File: src/rtl/adder_arb_pkg.sv
// ---------------------------------------------------------------------------
// adder_arb_pkg
//
// Purpose : Shared definitions for the adder arbiter slice: FSM state
//           encoding, flag bit positions inside resp_flags, default widths
//           and two small helpers used by the top level.
//
// Contents:
//   DEFAULT_WIDTH / DEFAULT_CNT_W : default operand width and counter width
//   arb_state_t                   : IDLE / EXEC / RESP state encoding
//   FLAG_N/Z/C/V                  : bit positions inside the 4-bit flag word
//   packFlags()                   : builds the {N,Z,C,V} flag word
//   oneHot2()                     : 1-bit requester index to 2-bit one-hot
//
// Configuration macro used by this slice: ADDER_ARB_RR_EN
// ---------------------------------------------------------------------------
package adder_arb_pkg;

   localparam int DEFAULT_WIDTH = 32;
   localparam int DEFAULT_CNT_W = 16;

   typedef enum logic [1:0] {
      IDLE = 2'd0,
      EXEC = 2'd1,
      RESP = 2'd2
   } arb_state_t;

   localparam int FLAG_N = 3;
   localparam int FLAG_Z = 2;
   localparam int FLAG_C = 1;
   localparam int FLAG_V = 0;

   // Places each adder flag at its fixed position so callers never have to
   // remember the {N,Z,C,V} ordering themselves.
   function automatic logic [3:0] packFlags(input logic n,
                                            input logic z,
                                            input logic c,
                                            input logic v);
      logic [3:0] flags;
      flags         = 4'b0000;
      flags[FLAG_N] = n;
      flags[FLAG_Z] = z;
      flags[FLAG_C] = c;
      flags[FLAG_V] = v;
      return flags;
   endfunction

   // Requester index to the matching one-hot handshake bit.
   function automatic logic [1:0] oneHot2(input logic idx);
      return idx ? 2'b10 : 2'b01;
   endfunction

endpackage

File: src/rtl/adder_arb_grant.sv
// ---------------------------------------------------------------------------
// adder_arb_grant
//
// Purpose : Purely combinational two-way arbiter. Picks which requester is
//           offered req_ready while the arbiter sits in IDLE.
//
// Ports   :
//   i_reqValid   in  2 : request valid, one bit per requester
//   i_lastGrant  in  1 : requester that completed most recently
//   o_grant      out 1 : index of the winning requester
//   o_grantValid out 1 : at least one request is valid (o_grant meaningful)
//
// Configuration:
//   ADDER_ARB_RR_EN defined   : round-robin, on contention the requester that
//                               was not served last wins.
//   ADDER_ARB_RR_EN undefined : fixed priority, requester 0 always wins and
//                               i_lastGrant is ignored.
// ---------------------------------------------------------------------------
module adder_arb_grant (
   input  logic [1:0] i_reqValid,
   input  logic       i_lastGrant,
   output logic       o_grant,
   output logic       o_grantValid
);

`ifdef ADDER_ARB_RR_EN
   // Round-robin: on contention hand the adder to whoever did not have it
   // last; a single valid request always wins outright.
   always_comb begin
      o_grantValid = |i_reqValid;
      if (&i_reqValid) begin
         o_grant = ~i_lastGrant;
      end else begin
         o_grant = ~i_reqValid[0];
      end
   end
`else
   // Fixed priority: requester 0 wins whenever it is asking. The history
   // input is kept on the port so both builds share one interface.
   logic w_unusedLastGrant;
   assign w_unusedLastGrant = i_lastGrant;

   always_comb begin
      o_grantValid = |i_reqValid;
      o_grant      = ~i_reqValid[0];
   end
`endif

endmodule

File: src/rtl/adder_arbiter.sv
// ---------------------------------------------------------------------------
// adder_arbiter
//
// Purpose : Shares one external combinational flag-producing adder between
//           two requesters. Operands arrive on a valid/ready handshake, are
//           latched and driven onto the adder for one cycle, and the sum and
//           flags are returned on a second valid/ready handshake. Each
//           operation takes three cycles: accept, EXEC, RESP.
//
// Parameters:
//   WIDTH : operand and sum width, must match the adder instance
//   CNT_W : width of each per-requester completion counter
//
// Ports   :
//   clk, reset           : clock, asynchronous active-high reset
//   req_valid/req_ready  : request handshake, one bit per requester
//   req_a, req_b         : operands, requester 1 in the upper WIDTH bits
//   resp_valid/resp_ready: response handshake, resp_valid one-hot or zero
//   resp_sum, resp_flags : registered result, flags ordered {N,Z,C,V}
//   add_a, add_b         : operands driven into the shared adder
//   add_sum, add_z/v/c/n : adder outputs
//   busy                 : any state other than IDLE
//   done_cnt             : per-requester completed responses, req 1 on top
//
// Configuration macro: ADDER_ARB_RR_EN (round-robin arbitration, see
// adder_arb_grant). Default build is fixed priority to requester 0.
// ---------------------------------------------------------------------------
module adder_arbiter
   import adder_arb_pkg::*;
#(
   parameter int WIDTH = DEFAULT_WIDTH,
   parameter int CNT_W = DEFAULT_CNT_W
) (
   input  logic               clk,
   input  logic               reset,
   input  logic [1:0]         req_valid,
   input  logic [2*WIDTH-1:0] req_a,
   input  logic [2*WIDTH-1:0] req_b,
   output logic [1:0]         req_ready,
   output logic [1:0]         resp_valid,
   input  logic [1:0]         resp_ready,
   output logic [WIDTH-1:0]   resp_sum,
   output logic [3:0]         resp_flags,
   output logic [WIDTH-1:0]   add_a,
   output logic [WIDTH-1:0]   add_b,
   input  logic [WIDTH-1:0]   add_sum,
   input  logic               add_z,
   input  logic               add_v,
   input  logic               add_c,
   input  logic               add_n,
   output logic               busy,
   output logic [2*CNT_W-1:0] done_cnt
);

   arb_state_t       r_state;
   arb_state_t       w_nextState;
   logic [WIDTH-1:0] r_opA;
   logic [WIDTH-1:0] r_opB;
   logic             r_grant;
   logic             r_lastGrant;
   logic [WIDTH-1:0] r_respSum;
   logic [3:0]       r_respFlags;
   logic [CNT_W-1:0] r_doneCnt0;
   logic [CNT_W-1:0] r_doneCnt1;

   logic             w_grant;
   logic             w_grantValid;
   logic             w_accept;
   logic             w_respDone;
   logic [WIDTH-1:0] w_selA;
   logic [WIDTH-1:0] w_selB;

   adder_arb_grant u_grant (
      .i_reqValid  (req_valid),
      .i_lastGrant (r_lastGrant),
      .o_grant     (w_grant),
      .o_grantValid(w_grantValid)
   );

   // Only the winner sees ready, and only while nothing is in flight, so a
   // request can never be accepted while the adder is still in use.
   assign req_ready = ((r_state == IDLE) && w_grantValid) ? oneHot2(w_grant) : 2'b00;

   assign w_accept   = (r_state == IDLE) && (|(req_valid & req_ready));
   assign w_respDone = (r_state == RESP) && resp_ready[r_grant];

   // Operand mux for the winner; requester 1 lives in the upper half.
   assign w_selA = w_grant ? req_a[2*WIDTH-1:WIDTH] : req_a[WIDTH-1:0];
   assign w_selB = w_grant ? req_b[2*WIDTH-1:WIDTH] : req_b[WIDTH-1:0];

   // Next-state decode. EXEC always lasts exactly one cycle because the
   // adder is combinational; RESP waits for the granted requester only.
   always_comb begin
      w_nextState = r_state;
      case (r_state)
         IDLE: begin
            if (w_accept) begin
               w_nextState = EXEC;
            end
         end
         EXEC: begin
            w_nextState = RESP;
         end
         RESP: begin
            if (w_respDone) begin
               w_nextState = IDLE;
            end
         end
         default: begin
            w_nextState = IDLE;
         end
      endcase
   end

   // State register. Reset in any state abandons the current operation.
   always_ff @(posedge clk or posedge reset) begin
      if (reset) begin
         r_state <= IDLE;
      end else begin
         r_state <= w_nextState;
      end
   end

   // Operand and grant capture on acceptance. The operand registers keep
   // driving the adder afterwards so add_a/add_b stay quiet in IDLE/RESP.
   always_ff @(posedge clk or posedge reset) begin
      if (reset) begin
         r_opA   <= '0;
         r_opB   <= '0;
         r_grant <= 1'b0;
      end else if (w_accept) begin
         r_opA   <= w_selA;
         r_opB   <= w_selB;
         r_grant <= w_grant;
      end
   end

   // Result capture at the end of EXEC. The registered copy stays put until
   // the next EXEC so the response is stable under backpressure.
   always_ff @(posedge clk or posedge reset) begin
      if (reset) begin
         r_respSum   <= '0;
         r_respFlags <= 4'b0000;
      end else if (r_state == EXEC) begin
         r_respSum   <= add_sum;
         r_respFlags <= packFlags(add_n, add_z, add_c, add_v);
      end
   end

   // Completion bookkeeping. lastGrant starts at 1 so that round-robin
   // favours requester 0 on the first contention after reset. Counters wrap
   // naturally at 2^CNT_W.
   always_ff @(posedge clk or posedge reset) begin
      if (reset) begin
         r_lastGrant <= 1'b1;
         r_doneCnt0  <= '0;
         r_doneCnt1  <= '0;
      end else if (w_respDone) begin
         r_lastGrant <= r_grant;
         if (r_grant) begin
            r_doneCnt1 <= r_doneCnt1 + CNT_W'(1);
         end else begin
            r_doneCnt0 <= r_doneCnt0 + CNT_W'(1);
         end
      end
   end

   assign add_a      = r_opA;
   assign add_b      = r_opB;
   assign resp_sum   = r_respSum;
   assign resp_flags = r_respFlags;
   assign resp_valid = (r_state == RESP) ? oneHot2(r_grant) : 2'b00;
   assign busy       = (r_state != IDLE);
   assign done_cnt   = {r_doneCnt1, r_doneCnt0};

endmodule

File: config.mk
export PLATFORM = sky130hd
export DESIGN_NAME = adder_arbiter
export DESIGN_NICKNAME = d
export VERILOG_FILES = /design/src/rtl/adder_arb_pkg.sv /design/src/rtl/adder_arb_grant.sv /design/src/rtl/adder_arbiter.sv
export SDC_FILE = /design/constraint.sdc
export NUM_CORES = 1
export LEC_CHECK = 0
export ABC_AREA = 0
export ABC_CLOCK_PERIOD_IN_PS = 11000
export CAP_MARGIN = 20
export CORE_MARGIN = 1
export CORE_UTILIZATION = 43
export DETAILED_ROUTE_END_ITERATION = 10
export PLACE_DENSITY = 0.86
export SLEW_MARGIN = 40
export SYNTH_ARGS = -nofsm -noshare
export SYNTH_HDL_FRONTEND = slang
export SYNTH_SLANG_ARGS = --single-unit
File: constraint.sdc
create_clock -name clk -period 11 [get_ports clk]
set_input_delay 2.2 -clock clk [delete_from_list [all_inputs] [get_ports clk]]
set_output_delay 2.2 -clock clk [all_outputs]
set_load 0.05 [all_outputs]
==> results.json, run 1 <==
{
  "result_of_the_run": "completed",
  "rsz0062_at_grt": "false",
  "drcViolationCount": 0,
  "post_route_cell_area_sq_um": 9730,
  "routed_via_density": 5.60,
  "synth_area_leaders": "sky130_fd_sc_hd__dfrtp_1, sky130_fd_sc_hd__o22ai_1, sky130_fd_sc_hd__mux2_2",
  "switchingPower_mw": 1.50,
  "final_common_cell": "sky130_fd_sc_hd__clkdlybuf4s50_1",
  "setup.reg_to_reg.worst_slack_ps": 8670,
  "avgSynthCellArea_sq_um": 11.1,
  "worst_ep_arrival_time_ps": 4670,
  "number_of_synthesized_flops_with_an_enable_pin": 0,
  "syn_inst": 533,
  "area_of_the_multi_input_gates_sq_um": 2350,
  "setup-tns-final_ps": 0,
  "ant_nets": 0,
  "clock_tree.buffer_depth": 2,
  "layout_common_cells": "sky130_fd_sc_hd__clkdlybuf4s50_1, sky130_fd_sc_hd__dfrtp_1, sky130_fd_sc_hd__o22ai_1",
  "grt_overflow_total": 0,
  "core_area_sq_um": 13300,
  "worst_pin_slew_ps": 840,
  "syn_to_final_growth_pct": 65.2,
  "post-layout-total-power_mw": 3.22,
  "die_y_um": 119,
  "post_route_cells_drive_above_1_share": 0.100,
  "detail_route.wl_per_cell_um": 19.3,
  "total_leakage_power_nw": 3.93,
  "finalHoldViolCount": 0,
  "detailed_place_hpwl_mm": 13.7,
  "place_congestion": 0.847,
  "ys_types": 32,
  "class_of_the_most_critical_hold_timing_path": "reg -> reg",
  "netlist.area_leader.share": 0.573,
  "minimum_clock_period_ps": 6870,
  "combinational_power_share": 0.541,
  "worst-r2r-cell-count": 4,
  "fp-row-count": 42,
  "synthesis.yosys.warnings": 0,
  "fin_skew_ps": 7.75,
  "diodes": 0,
  "max-slew-margin-rel": 0.438,
  "synth.ff_latch_count": 135,
  "netlist_area_sq_um": 5890,
  "cts_resized": 0,
  "yosysSeqAreaShare": 0.573,
  "fmax_mhz": 146,
  "clkPwrFrac": 0.191,
  "r2r_start": "r_state[0]",
  "async_reset_ff_frac": 1.00,
  "switching_share": 0.465,
  "cts_tree": "yes",
  "worst_setup_path_startpoint": "req_valid[1]",
  "preCtsSetupSlack_ps": 4170,
  "reg2reg_to": "add_a[2]",
  "floorplan.initialDensity": 0.443,
  "num-nets-final": 996,
  "routed_wl_mm": 19.5,
  "detailedRoute.firstIterationViolations": 351,
  "critPathCaptureType": "output pin",
  "power.density_cell_area_nw_per_um2": 331,
  "ioPinCount": 307,
  "largest_net_degree_at_the_start_of_global_routing": 78,
  "grt_pass1_wl_mm": 30.6,
  "period_share": 0.625,
  "htree_num_levels": 4,
  "cts_hold_buffers": 0,
  "global_route.usage.total": 0.280,
  "internal-power_mw": 1.72,
  "synth_flop_cell": "sky130_fd_sc_hd__dfrtp_1",
  "timing.setup.critical_path_class": "in -> out",
  "timing.critical_path.from_type": "input port",
  "antenna_found_initial": 0,
  "cts_root_buffer": "sky130_fd_sc_hd__clkbuf_16",
  "critPathRequiredTime_ps": 8800,
  "peakVddDrop_v": 0.000223,
  "firstDrtPassIters": 4,
  "die_area_sq_um": 14200,
  "postCtsSetupBuffers": 0,
  "fillers": 885,
  "cts_inserted_buffers": 17,
  "synthesis.nets": 705,
  "clock_sinks": 135,
  "seqPwrFrac": 0.269,
  "cts.clk_slew.worst_paths_ps": 50,
  "first_global_vias": 5938,
  "holdWs_ps": 480,
  "register_area_sq_um": 3380,
  "crit_path_capture": "req_ready[1]",
  "numPortBuffers": 306,
  "die-width_um": 119,
  "finalMaxSlewViolations": 0,
  "crit_fanout": 68,
  "synth_area_leader_cell": "sky130_fd_sc_hd__dfrtp_1",
  "setup_viol": 0,
  "post_dp_cell_area_sq_um": 9090,
  "routed-via-count": 5671,
  "clk-insertion-delay-late_ps": 410,
  "maxCapViolations": 0,
  "final.setup.worst_slack_ps": 4130
}
-- synth_stat cells (all sizes together) (3+ instances only) --
library cell	n
inv	7
and2	26
xnor2	23
nand2	38
buf	10
o21ai	28
nand3	9
dfrtp	135
xor2	7
clkbuf	29
o22ai	78
and3	5
a21oi	41
mux2	38
nor2	8
a31oi	24
nor4	3
nand4	11
-- worst min path at each step --
stage / start / to / slack [ps] / cells after the start
2_1_floorplan: r_grant / r_grant / 560 / 2
3_3_place_gp: r_doneCnt0[15] / r_doneCnt0[15] / 460 / 1
3_5_place_dp: add_b[4] / add_b[4] / 470 / 2
4_1_cts: add_b[4] / add_b[4] / 480 / 2
5_1_grt: add_b[0] / add_b[0] / 500 / 2
6_report: add_b[2] / add_b[2] / 480 / 2
-- sequential cells by signal, summed over array words and instances, names as in the netlist --
register / flops
add_a: 32
add_b: 32
r_doneCnt0: 16
resp_sum: 32
resp_flags: 4
r_grant: 1
r_doneCnt1: 16
r_state: 2
-- per-layer routing --
| metal | vias up | GRT usage | share of wire |
|---|---|---|---|
| met5 | - | 0 | 0 |
| met4 | 0 | 0.138 | 0.038 |
| met3 | 55 | 0.0785 | 0.069 |
| met2 | 263 | 0.496 | 0.52 |
| met1 | 2806 | 0.307 | 0.37 |
| li1 | 2547 | - | - |
-- worst max-delay path: stages --
cell and delay (ps):
sky130_fd_sc_hd__buf_2 80, sky130_fd_sc_hd__buf_4 560, sky130_fd_sc_hd__nand2_2 690, sky130_fd_sc_hd__nor2_1 250, sky130_fd_sc_hd__clkdlybuf4s50_1 830
-- per-stage QoR --
stage | instances | utilization
final | 1013 | 0.732
after global routing | 1013 | 0.732
after CTS | 1013 | 0.732
after detailed placement | 981 | 0.684
after global placement | 980 | 0.681
after floorplan | 533 | -
-- power by group through the flow --
stage                     sequential, mW  clock, mW  combinational (mW)
final                              0.865      0.613                1.74
after global routing               0.886      0.643                1.82
after floorplan                     1.53          0               0.434
after CTS                          0.859      0.622                1.74
after global placement             0.849          0                1.69
after detailed placement           0.861          0                1.74
-- kinds of logic after synthesis --
logic type / Yosys count / synth area share
XOR/XNOR: 30 / 0.0446
AO/OA/AOI/OAI: 171 / 0.167
adder cells (fa/ha/maj): 2 / 0.00425
buffers and inverters: 46 / 0.0308
multiplexers: 38 / 0.0726
AND/OR/NAND/NOR: 111 / 0.107
flip-flops: 135 / 0.573
-- cell type report --
class                           count  area share
Multi-Input combinational cell    352       0.241
Clock inverter                     12      0.0207
Clock buffer                       20      0.0449
Tap cell                          176      0.0226
Inverter                            7     0.00347
Timing Repair Buffer              311       0.320
Sequential cell                   135       0.347
(Power assumes the default switching activity.)
==> run 2: changes to the inputs <==
- ABC_CLOCK_PERIOD_IN_PS: 11000 -> 7090
- CORE_UTILIZATION: 43 -> 40
- PLACE_DENSITY: 0.86 -> 0.81
- clock period: 11 -> 7.09 ns (I/O delays scaled with it)
==> run 2 against run 1 <==
  * Sequential share of layout area is 0.25 points higher
  * Sequential cell count stayed put
  * Combinational power increased by 53%
  * Critical path depth unchanged
  * Hold slack worse by 11 ps
  * Via count down 2.5%
  * Critical path type unchanged
==> results.json, run 2 (synthesized netlist as in run 1, its figures left out) <==
{
  "minimum_clock_period_ps": 5060,
  "clock_sinks": 135,
  "global_route.usage.total": 0.240,
  "timing.critical_path.from_type": "input port",
  "area_of_the_multi_input_gates_sq_um": 2360,
  "worst_ep_arrival_time_ps": 3640,
  "fin_skew_ps": 6.67,
  "diodes": 0,
  "rsz0062_at_grt": "false",
  "timing.setup.critical_path_class": "in -> out",
  "die-width_um": 123,
  "ioPinCount": 307,
  "routed_via_density": 5.44,
  "combinational_power_share": 0.552,
  "cts_hold_buffers": 0,
  "cts_tree": "yes",
  "detailedRoute.firstIterationViolations": 277,
  "maxCapViolations": 0,
  "class_of_the_most_critical_hold_timing_path": "reg -> reg",
  "switchingPower_mw": 2.29,
  "power.density_cell_area_nw_per_um2": 501,
  "internal-power_mw": 2.55,
  "seqPwrFrac": 0.275,
  "switching_share": 0.474,
  "final_common_cell": "sky130_fd_sc_hd__clkdlybuf4s50_1",
  "setup_viol": 0,
  "detail_route.wl_per_cell_um": 18.3,
  "firstDrtPassIters": 5,
  "peakVddDrop_v": 0.000252,
  "cts.clk_slew.worst_paths_ps": 60,
  "setup-tns-final_ps": 0,
  "post_route_cells_drive_above_1_share": 0.102,
  "numPortBuffers": 306,
  "register_area_sq_um": 3380,
  "cts_root_buffer": "sky130_fd_sc_hd__clkbuf_16",
  "cts_resized": 0,
  "worst_pin_slew_ps": 770,
  "floorplan.initialDensity": 0.416,
  "die_area_sq_um": 15200,
  "crit_fanout": 68,
  "critPathRequiredTime_ps": 5670,
  "max-slew-margin-rel": 0.487,
  "clk-insertion-delay-late_ps": 410,
  "critical_path_buf_inv_count": 3,
  "finalHoldViolCount": 0,
  "clock_tree.buffer_depth": 2,
  "drcViolationCount": 0,
  "largest_net_degree_at_the_start_of_global_routing": 83,
  "setup.reg_to_reg.worst_slack_ps": 5100,
  "total_leakage_power_nw": 3.90,
  "fillers": 1037,
  "die_y_um": 123,
  "clkPwrFrac": 0.173,
  "path_delay_family": "buffers and inverters",
  "routed-via-count": 5531,
  "finalMaxSlewViolations": 0,
  "layout_common_cells": "sky130_fd_sc_hd__clkdlybuf4s50_1, sky130_fd_sc_hd__dfrtp_1, sky130_fd_sc_hd__o22ai_1",
  "ant_nets": 0,
  "cts_inserted_buffers": 17,
  "detailed_place_hpwl_mm": 13.3,
  "grt_overflow_total": 0,
  "num-nets-final": 997,
  "core_area_sq_um": 14100,
  "htree_num_levels": 4,
  "first_global_vias": 5569,
  "postCtsSetupBuffers": 0,
  "cp_cell_sequence": "buf_2 -> buf_4 -> nand2_4 -> nor2_1 -> clkdlybuf4s50_1",
  "timing.critical_path.slowest_cell_delay_ps": 820,
  "critPathCaptureType": "output pin",
  "period_share": 0.714,
  "holdWs_ps": 469,
  "fp-row-count": 43,
  "antenna_found_initial": 0,
  "grt_pass1_wl_mm": 27.9,
  "cp_slowest_cell": "sky130_fd_sc_hd__clkdlybuf4s50_1",
  "routed_wl_mm": 18.6,
  "syn_to_final_growth_pct": 64.0,
  "fmax_mhz": 198,
  "result_of_the_run": "completed",
  "place_congestion": 0.799
}
## run 2: through the flow
step / instances / total power, mW / setup WS [ps] / util / instance area [sq um]
2_1_floorplan: 533 / 3.05 / 2060 / - / 5890
3_3_place_gp: 986 / 3.94 / 1800 / 0.642 / 9080
3_5_place_dp: 986 / 4.01 / 1760 / 0.643 / 9090
4_1_cts: 1017 / 4.86 / 1750 / 0.682 / 9660
5_1_grt: 1017 / 5.06 / 1920 / 0.683 / 9660
6_report: 1017 / 4.84 / 2030 / 0.683 / 9660
## run 2: area by class of cell
cell class / instances / share of cell area
Tap cell: 180 / 0.0233
Sequential cell: 135 / 0.350
Multi-Input combinational cell: 352 / 0.244
Clock buffer: 18 / 0.0444
Timing Repair Buffer: 312 / 0.322
Inverter: 7 / 0.00350
Clock inverter: 13 / 0.0137
## run 2: power by group through the flow
stage / logic, mW / registers (mW) / clock network (mW)
CTS: 2.68 / 1.33 / 0.850
floorplan: 0.674 / 2.37 / 0
global route: 2.80 / 1.37 / 0.884
global placement: 2.62 / 1.32 / 0
detailed placement: 2.68 / 1.34 / 0
finish: 2.67 / 1.33 / 0.839
## run 2: final timing paths
kind / from / depth (start not counted) / end
min in group asynchronous: reset / 2 / resp_sum[31]
setup / recovery: req_valid[1] / 5 / req_ready[1]
max in group asynchronous: reset / 3 / resp_sum[21]
hold / removal: r_doneCnt1[15] / 1 / r_doneCnt1[15]
setup reg to reg: r_state[1] / 4 / add_b[8]
hold reg to reg: r_doneCnt1[15] / 1 / r_doneCnt1[15]
## run 2: per-layer routing
layer,vias up,GRT usage,share of wire
met5,-,0,0
li1,2538,-,-
met4,0,0.0964,0.023
met3,29,0.0733,0.088
met1,2695,0.275,0.38
met2,269,0.417,0.51
==> run 3: changes to the inputs <==
- ABC_CLOCK_PERIOD_IN_PS: 7090 -> 5200
- clock period: 7.09 -> 5.2 ns (I/O delays scaled with it)
==> run 3 against run 2 <==
  * Cell area rose by 0.45%
  * Non-clock buffer count grew 1
  * Hold slack improved by 8.8 ps
  * Highest routed layer unchanged
  * Clock skew grew 1.0 ps
  * First-iteration DRC count rose by 23%
  * Setup slack worse by 480 ps
  * Global-route usage increased by 1.1 points
  * Critical path depth fell by 1
  * Critical path type unchanged
  * Via count shrank 0.98%
  * Combinational power rose by 37%
==> results.json, run 3 (synthesized netlist as in run 1, its figures left out) <==
{
  "detailedRoute.firstIterationViolations": 341,
  "routed_wl_mm": 19.2,
  "worst_pin_slew_ps": 780,
  "htree_num_levels": 4,
  "cts_tree": "yes",
  "firstDrtPassIters": 4,
  "finalMaxSlewViolations": 0,
  "detailed_place_hpwl_mm": 13.3,
  "clock_tree.buffer_depth": 2,
  "routed-via-count": 5477,
  "class_of_the_most_critical_hold_timing_path": "reg -> reg",
  "critPathCaptureType": "output pin",
  "core_area_sq_um": 14100,
  "clk-insertion-delay-late_ps": 420,
  "fmax_mhz": 274,
  "cts.clk_slew.worst_paths_ps": 50,
  "period_share": 0.702,
  "final_common_cell": "sky130_fd_sc_hd__clkdlybuf4s50_1",
  "crit_fanout": 28,
  "setup_viol": 0,
  "cts_root_buffer": "sky130_fd_sc_hd__clkbuf_16",
  "setup-tns-final_ps": 0,
  "die-width_um": 123,
  "rsz0062_at_grt": "false",
  "detail_route.wl_per_cell_um": 18.8,
  "place_congestion": 0.802,
  "global_route.usage.total": 0.251,
  "die_area_sq_um": 15200,
  "numPortBuffers": 306,
  "final_core_util": 0.686,
  "hold_path_depth": 2,
  "post_route_cell_area_sq_um": 9710,
  "layout_common_cells": "sky130_fd_sc_hd__clkdlybuf4s50_1, sky130_fd_sc_hd__dfrtp_1, sky130_fd_sc_hd__o22ai_1",
  "post_route_cells_drive_above_1_share": 0.106,
  "post_dp_cell_area_sq_um": 9110,
  "whs_endpoint": "add_b[10]",
  "maxCapViolations": 0,
  "critPathRequiredTime_ps": 4160,
  "max-slew-margin-rel": 0.480,
  "r2r_start": "r_state[1]",
  "timing.critical_path.from_type": "input port",
  "antenna_found_initial": 1,
  "holdWs_ps": 478,
  "reg2reg_to": "add_a[31]",
  "clock_sinks": 135,
  "fp-row-count": 43,
  "total_leakage_power_nw": 3.92,
  "fin_skew_ps": 7.68,
  "minimum_clock_period_ps": 3650,
  "setup.reg_to_reg.worst_slack_ps": 3450,
  "cts_resized": 0,
  "largest_net_degree_at_the_start_of_global_routing": 100,
  "finalHoldViolCount": 0,
  "preCtsSetupSlack_ps": 1550,
  "power.density_cell_area_nw_per_um2": 687,
  "worst-r2r-cell-count": 5,
  "cts_inserted_buffers": 17,
  "worst_ep_arrival_time_ps": 2610,
  "floorplan.initialDensity": 0.416,
  "die_y_um": 123,
  "drcViolationCount": 0,
  "grt_overflow_total": 0,
  "timing.setup.critical_path_class": "in -> out",
  "cts_hold_buffers": 0,
  "routed_via_density": 5.37,
  "peakVddDrop_v": 0.000364,
  "num-nets-final": 998,
  "first_global_vias": 5630,
  "postCtsSetupBuffers": 0,
  "holdCritStartpoint": "add_b[10]",
  "syn_to_final_growth_pct": 64.7,
  "grt_pass1_wl_mm": 28.7,
  "final.setup.worst_slack_ps": 1550,
  "result_of_the_run": "completed",
  "ant_nets": 0,
  "ioPinCount": 307
}
[run 3: cell count changes in the layout (fill, tap and decap cells not counted), sizes merged]
cell           change
clkbuf             +2
diode              +1
buf                +2
clkinvlp           -1
clkdlybuf4s50      -1
[run 3: where the power goes]
part	leakage, nW	total (mW)	internal (mW)	switching, mW
clock	0.288	1.19	0.741	0.450
combinational	2.00	3.67	1.29	2.38
sequential	1.64	1.81	1.49	0.323
total	3.92	6.67	3.52	3.15
[run 3: routing by layer]
metal | global-route usage | share of wire
met2 | 0.443 | 0.52
met4 | 0.104 | 0.019
met5 | 0 | 0
met1 | 0.275 | 0.38
met3 | 0.0839 | 0.080
[run 3: how the worst max path moves through the flow]
stage,startpoint,endpoint,slack [ps],cells after the start
final,req_valid[0],req_ready[1],1550,4
after global routing,req_valid[0],req_ready[1],1500,4
after CTS,req_valid[0],req_ready[1],1550,4
after detailed placement,req_valid[0],req_ready[1],1550,4
after global placement,req_valid[0],req_ready[1],1560,4
after floorplan,reset,add_a[0],550,1
[run 3: layout make-up]
cell class | instances | area (sq um)
clock buffers | 20 | 467
well taps | 180 | 225
repair buffers | 313 | 3120
flip-flops and latches | 135 | 3380
multi-input cells | 352 | 2350
fillers | 1010 | 4440
inverters | 7 | 36.3
diodes | 1 | 2.50
clock inverters | 12 | 125
[run 3: worst max-delay path: stages]
cell                              delay, ps
sky130_fd_sc_hd__clkdlybuf4s50_1        390
sky130_fd_sc_hd__buf_4                  230
sky130_fd_sc_hd__nor2_1                 140
sky130_fd_sc_hd__clkdlybuf4s50_1        810
[run 3: metrics by stage]
| step | power [mW] | std cells |
|---|---|---|
| 2_1_floorplan | 4.15 | 533 |
| 3_3_place_gp | 5.39 | 987 |
| 3_5_place_dp | 5.49 | 987 |
| 4_1_cts | 6.71 | 1019 |
| 5_1_grt | 6.96 | 1020 |
| 6_report | 6.67 | 1020 |
